File: src/rtl/buf_exchange_hub.sv
// Double-buffered inter-core exchange point: collects one value pair per core per round,
// commits the round at the barrier and serves zero-latency reads from the committed table.
module buf_exchange_hub #(
  parameter int CORES   = 4,
  parameter int ADDR_W  = 3,
  parameter int EPOCH_W = 8
) (
  input  logic                  Clk,
  input  logic                  Reset,
  input  logic [32*CORES-1:0]   buf_val_1,
  input  logic [32*CORES-1:0]   buf_val_2,
  input  logic [CORES-1:0]      buf_flag,
  input  logic [ADDR_W*CORES-1:0] buf_val_1_addr,
  input  logic [ADDR_W*CORES-1:0] buf_val_2_addr,
  output logic [32*CORES-1:0]   buf_val_1_select,
  output logic [32*CORES-1:0]   buf_val_2_select,
  output logic                  all_buf_flags,
  output logic [EPOCH_W-1:0]    epoch,
  output logic [CORES-1:0]      captured
);

  typedef enum logic [1:0] {
    COLLECT = 2'd0,
    RELEASE = 2'd1,
    DRAIN   = 2'd2
  } state_t;

  state_t             state_r;
  logic [CORES-1:0]   captured_r;
  logic               all_buf_flags_r;
  logic [EPOCH_W-1:0] epoch_r;
  logic [31:0]        staging_1_r   [CORES];
  logic [31:0]        staging_2_r   [CORES];
  logic [31:0]        committed_1_r [CORES];
  logic [31:0]        committed_2_r [CORES];

  logic [CORES-1:0]   new_cap_s;
  logic [CORES-1:0]   cap_next_s;
  logic               all_cap_s;
  logic [32*CORES-1:0] sel_1_s;
  logic [32*CORES-1:0] sel_2_s;

  // Capture candidates this cycle: flagged cores not yet captured, only while collecting.
  always_comb begin
    new_cap_s = {CORES{1'b0}};
    if (state_r == COLLECT) begin
      new_cap_s = buf_flag & ~captured_r;
    end else begin
      new_cap_s = {CORES{1'b0}};
    end
    cap_next_s = captured_r | new_cap_s;
    all_cap_s  = (state_r == COLLECT) && (&cap_next_s);
  end

  // Barrier FSM together with the staging/committed tables and round counter.
  always_ff @(posedge Clk or negedge Reset) begin
    if (!Reset) begin
      state_r         <= COLLECT;
      captured_r      <= {CORES{1'b0}};
      all_buf_flags_r <= 1'b0;
      epoch_r         <= {EPOCH_W{1'b0}};
      for (int i = 0; i < CORES; i++) begin
        staging_1_r[i]   <= 32'h0;
        staging_2_r[i]   <= 32'h0;
        committed_1_r[i] <= 32'h0;
        committed_2_r[i] <= 32'h0;
      end
    end else begin
      case (state_r)
        COLLECT: begin
          for (int i = 0; i < CORES; i++) begin
            if (new_cap_s[i]) begin
              staging_1_r[i] <= buf_val_1[32*i +: 32];
              staging_2_r[i] <= buf_val_2[32*i +: 32];
            end
          end
          captured_r <= cap_next_s;
          // The last capture bypasses staging so the commit includes this cycle's values.
          if (all_cap_s) begin
            for (int i = 0; i < CORES; i++) begin
              committed_1_r[i] <= new_cap_s[i] ? buf_val_1[32*i +: 32] : staging_1_r[i];
              committed_2_r[i] <= new_cap_s[i] ? buf_val_2[32*i +: 32] : staging_2_r[i];
            end
            epoch_r         <= epoch_r + {{(EPOCH_W-1){1'b0}}, 1'b1};
            state_r         <= RELEASE;
            all_buf_flags_r <= 1'b1;
          end
        end
        RELEASE: begin
          if (buf_flag == {CORES{1'b0}}) begin
            state_r         <= DRAIN;
            all_buf_flags_r <= 1'b0;
          end
        end
        DRAIN: begin
          captured_r      <= {CORES{1'b0}};
          all_buf_flags_r <= 1'b0;
          state_r         <= COLLECT;
        end
        default: begin
          captured_r      <= {CORES{1'b0}};
          all_buf_flags_r <= 1'b0;
          state_r         <= COLLECT;
        end
      endcase
    end
  end

  // Read muxes: an index with no matching core contributes nothing, yielding zero.
  always_comb begin
    sel_1_s = {(32*CORES){1'b0}};
    sel_2_s = {(32*CORES){1'b0}};
    for (int c = 0; c < CORES; c++) begin
      for (int j = 0; j < CORES; j++) begin
        sel_1_s[32*c +: 32] = sel_1_s[32*c +: 32] |
          ((32'(buf_val_1_addr[ADDR_W*c +: ADDR_W]) == 32'(j)) ? committed_1_r[j] : 32'h0);
        sel_2_s[32*c +: 32] = sel_2_s[32*c +: 32] |
          ((32'(buf_val_2_addr[ADDR_W*c +: ADDR_W]) == 32'(j)) ? committed_2_r[j] : 32'h0);
      end
    end
  end

  assign buf_val_1_select = sel_1_s;
  assign buf_val_2_select = sel_2_s;
  assign all_buf_flags    = all_buf_flags_r;
  assign epoch            = epoch_r;
  assign captured         = captured_r;

endmodule

File: config.mk
export PLATFORM = sky130hd
export DESIGN_NAME = buf_exchange_hub
export DESIGN_NICKNAME = d
export VERILOG_FILES = /design/src/rtl/buf_exchange_hub.sv
export SDC_FILE = /design/constraint.sdc
export NUM_CORES = 1
export LEC_CHECK = 0
export ABC_CLOCK_PERIOD_IN_PS = 2900
export CAP_MARGIN = 25
export CORE_ASPECT_RATIO = 0.75
export CORE_UTILIZATION = 25
export CTS_CLUSTER_SIZE = 14
export DETAILED_ROUTE_END_ITERATION = 10
export PLACE_DENSITY = 0.46
export SLEW_MARGIN = 30
export SYNTH_ARGS = -nofsm -noshare
export SYNTH_HDL_FRONTEND = slang
export SYNTH_SLANG_ARGS = --single-unit
File: constraint.sdc
create_clock -name Clk -period 2.9 [get_ports Clk]
set_input_delay 0.435 -clock Clk [delete_from_list [all_inputs] [get_ports Clk]]
set_output_delay 0.435 -clock Clk [all_outputs]
set_load 0.1 [all_outputs]
==> impl_metrics.yaml <==
placed_design:
  gp_congestion: 0.812
  place_ws_ps: 312
  placed_cell_area_sq_mm: 0.0382
  io_buffers: 554
  place_hpwl_microns: 73500
routing:
  antenna_left: 0
  drt-initial-drc-count: 1452
  wl_microns: 107000
  dr_total_vias: 20392
  drcViolationCount: 0
  via_per_inst: 4.76
  drt-wirelength-per-cell_microns: 25.0
  first_pass_iters: 5
setup_path:
  endpoint_kind: "output port"
  critPathRequiredTime_ps: 2470
  criticalPathCategory: "input port to output port"
  cp_top_family: "buffers and inverters"
  path_cells: "buf_2 > buf_12 > mux4_2 > nor2b_2 > buf_12"
  crit_slowest_cell: "mux4_2"
  rr_startpoint: "state_r[1]$_DFFE_PN0P_"
  critical_path_buf_inv_count: 3
  cp.arrival_ps: 1980
  crit_top_cell: "buf_12"
  startpoint_type: "input port"
  max_stage_delay_ps: 530
  crit_start: "buf_val_2_addr[9]"
  cp_max_fo: 14
clock_network:
  post-cts-setup-buffers: 0
  clock_latency_ps: 630
  cts_max_level: 2
  cts_root_buf: "clkbuf_16"
  cts.clk_slew.worst_paths_ps: 60
  cts_tree: "done"
  cts_buffers: 58
  cts_sinks: 526
  cts_max_path_buffers: 3
sta:
  tightestPinTransition_ps: 867
  fin_tns_setup_ps: 0
  fmax_ghz: 0.414
  finalCritPeriodShare: 0.832
  setup_viol: 0
  hold_viol_final: 0
  clock_skew_ps: 17.5
  maxSlewViolCount: 0
  whs_ps: 351
  fin_crit_ps: 2410
  worst_slack_ps: 486
  relSlewSlack: 0.422
  rsz0062_at_grt: "false"
floorplan:
  ios: 555
  initial_utilization: 0.252
  die_x_microns: 385
  chipHeight_microns: 290
  coreArea_sq_mm: 0.109
  rows: 105
  die_area_sq_mm: 0.112
layout:
  area_growth_pct: 46.2
  nFillCells: 10490
  drive_above_1_share: 0.434
  fin_area_sq_mm: 0.0403
  ff_latch_area_sq_mm: 0.0132
  nets: 3081
  utilization: 0.369
  multi_input_area_sq_mm: 0.0140
global_route:
  antenna_found_initial: 17
  grt_pass1_vias: 21986
  grt.total_usage: 0.191
  grt_max_degree: 124
  grt_pass1_wl_microns: 156000
  overflow: 0
worst_hold_path:
  hp-class: "input port to asynchronous set/reset pin"
status:
  outcome: "finished clean"
synth:
  synth_edf_count: 0
  ys_types: 24
  async_flop_share: 1.00
  syn_nets: 2555
  synth_seq_area_share: 0.477
  postSynthCellCount: 2268
  synth_seq_cells: 526
  postSynthAreaPerCell_sq_um: 12.2
  netlist_area_sq_mm: 0.0276
  synth_warnings: 0
  synth-main-ff-cell: "dfrtp_1"
power_and_ir_drop:
  peakVddDrop_uv: 922
  total_leakage_power_nw: 17.1
  power_density_mw_per_mm2: 1130
run:
  maxCapViolCount: 0
-- final cells by class --
cell class / count / share of cell area
Timing Repair Buffer: 633 / 0.227
Clock buffer: 71 / 0.0397
Clock inverter: 36 / 0.0133
Multi-Input combinational cell: 1574 / 0.348
Antenna cell: 3 / 0.000186
Sequential cell: 526 / 0.326
Inverter: 1 / 0.0000931
Tap cell: 1444 / 0.0448
-- cell usage after synthesis (5+ instances only) --
| master | count | share of area |
|---|---|---|
| buf_2 | 43 | 0.0078 |
| buf_4 | 7 | 0.0019 |
| buf_6 | 41 | 0.017 |
| clkbuf_1 | 75 | 0.010 |
| dfrtp_1 | 526 | 0.48 |
| mux2_2 | 256 | 0.10 |
| mux4_2 | 256 | 0.21 |
| nand2_1 | 772 | 0.11 |
| nand4_1 | 5 | 0.0011 |
| nor2_1 | 6 | 0.00082 |
| nor2b_1 | 256 | 0.058 |
| xnor2_1 | 7 | 0.0022 |
-- layout by cell type, fill, tap and decap left out --
master           instances
nand2_1                772
nor4b_2                  2
nor4b_4                  2
mux2_2                 256
a21oi_1                  2
dlygate4sd3_1            1
buf_8                    1
inv_1                    1
buf_2                   24
mux4_2                 256
or4_4                    1
nand4_1                  5
diode_2                  3
buf_12                 305
bufinv_16               13
nor4_2                   1
o31ai_1                  1
nor2_1                   6
ha_1                     1
dfrtp_1                526
clkinv_4                 1
nor2b_2                240
clkbuf_1                 4
nor2b_1                 16
nor3b_1                  1
xnor2_1                  7
and3_1                   2
clkdlybuf4s50_1        260
clkinvlp_4               8
nor4_1                   1
inv_6                    2
clkbuf_16               59
clkbuf_8                 8
o22ai_1                  2
clkinv_2                12
buf_4                   42
-- power by group --
group	leakage, nW	switching [mW]	internal, mW	total (mW)
Sequential	6.50	2.49	10.8	13.3
Clock	1.03	3.30	5.08	8.37
Combinational	9.61	13.8	10.2	24.0
Total	17.1	19.6	26.1	45.6
-- routing by layer --
metal  up-vias  global-route usage  part of all wire  wire length (microns)
met5         -                   0            0.0014                    145
met3       163              0.0365             0.055                   5910
li1       8869                   -                 -                      -
met4        22              0.0485             0.020                   2190
met2       630               0.301              0.47                  50600
met1     10708               0.268              0.45                  48400
-- flip-flops by register name (all words and copies together) (netlist names) --
register,flops
captured,4
committed_1_r,128
committed_2_r,128
epoch,8
staging_1_r,128
staging_2_r,128
state_r,2
-- worst register-to-register path: cells and delay by family, from the launching register on --
family / cells / cell delay (ps)
buffers and inverters: 1 / 330
DFF: 1 / 560
muxes: 1 / 460
and+or+nand+nor: 3 / 750
-- cell families (layout without fill, tap and decap cells) --
logic type	Yosys count	after routing	share of synthesized area
flops	526	526	0.477
other cells	0	3	0
simple gates	1049	1049	0.168
buf+inv	168	741	0.0369
mux	512	512	0.314
compound gates	5	5	0.00109
fa+ha+maj	1	1	0.000454
xor+xnor	7	7	0.00222
-- final timing paths --
kind	end	slack, ps	cells after the start
worst max register to register	committed_1_r[70]$_DFFE_PN0P_	690	5
worst min-delay path	committed_1_r[58]$_DFFE_PN0P_	350	2
min in group Clk	staging_2_r[60]$_DFFE_PN0P_	430	2
max in group asynchronous	staging_2_r[14]$_DFFE_PN0P_	1620	3
worst max-delay path	buf_val_2_select[114]	490	5
worst min register to register	epoch[7]$_DFFE_PN0P_	480	1
-- stage by stage --
stage | cells | power (mW)
after floorplan | 2268 | 29.2
after global placement | 4177 | 37.1
after detailed placement | 4177 | 37.5
after CTS | 4285 | 46.1
after global routing | 4287 | 48.0
final | 4288 | 45.6
-- repair_timing --
item	in CTS	in global routing
gates resized for setup	0	0
hold endpoints to repair	46	0
hold buffers	1	0
No activity file was read; power rests on OpenSTA's default activity.
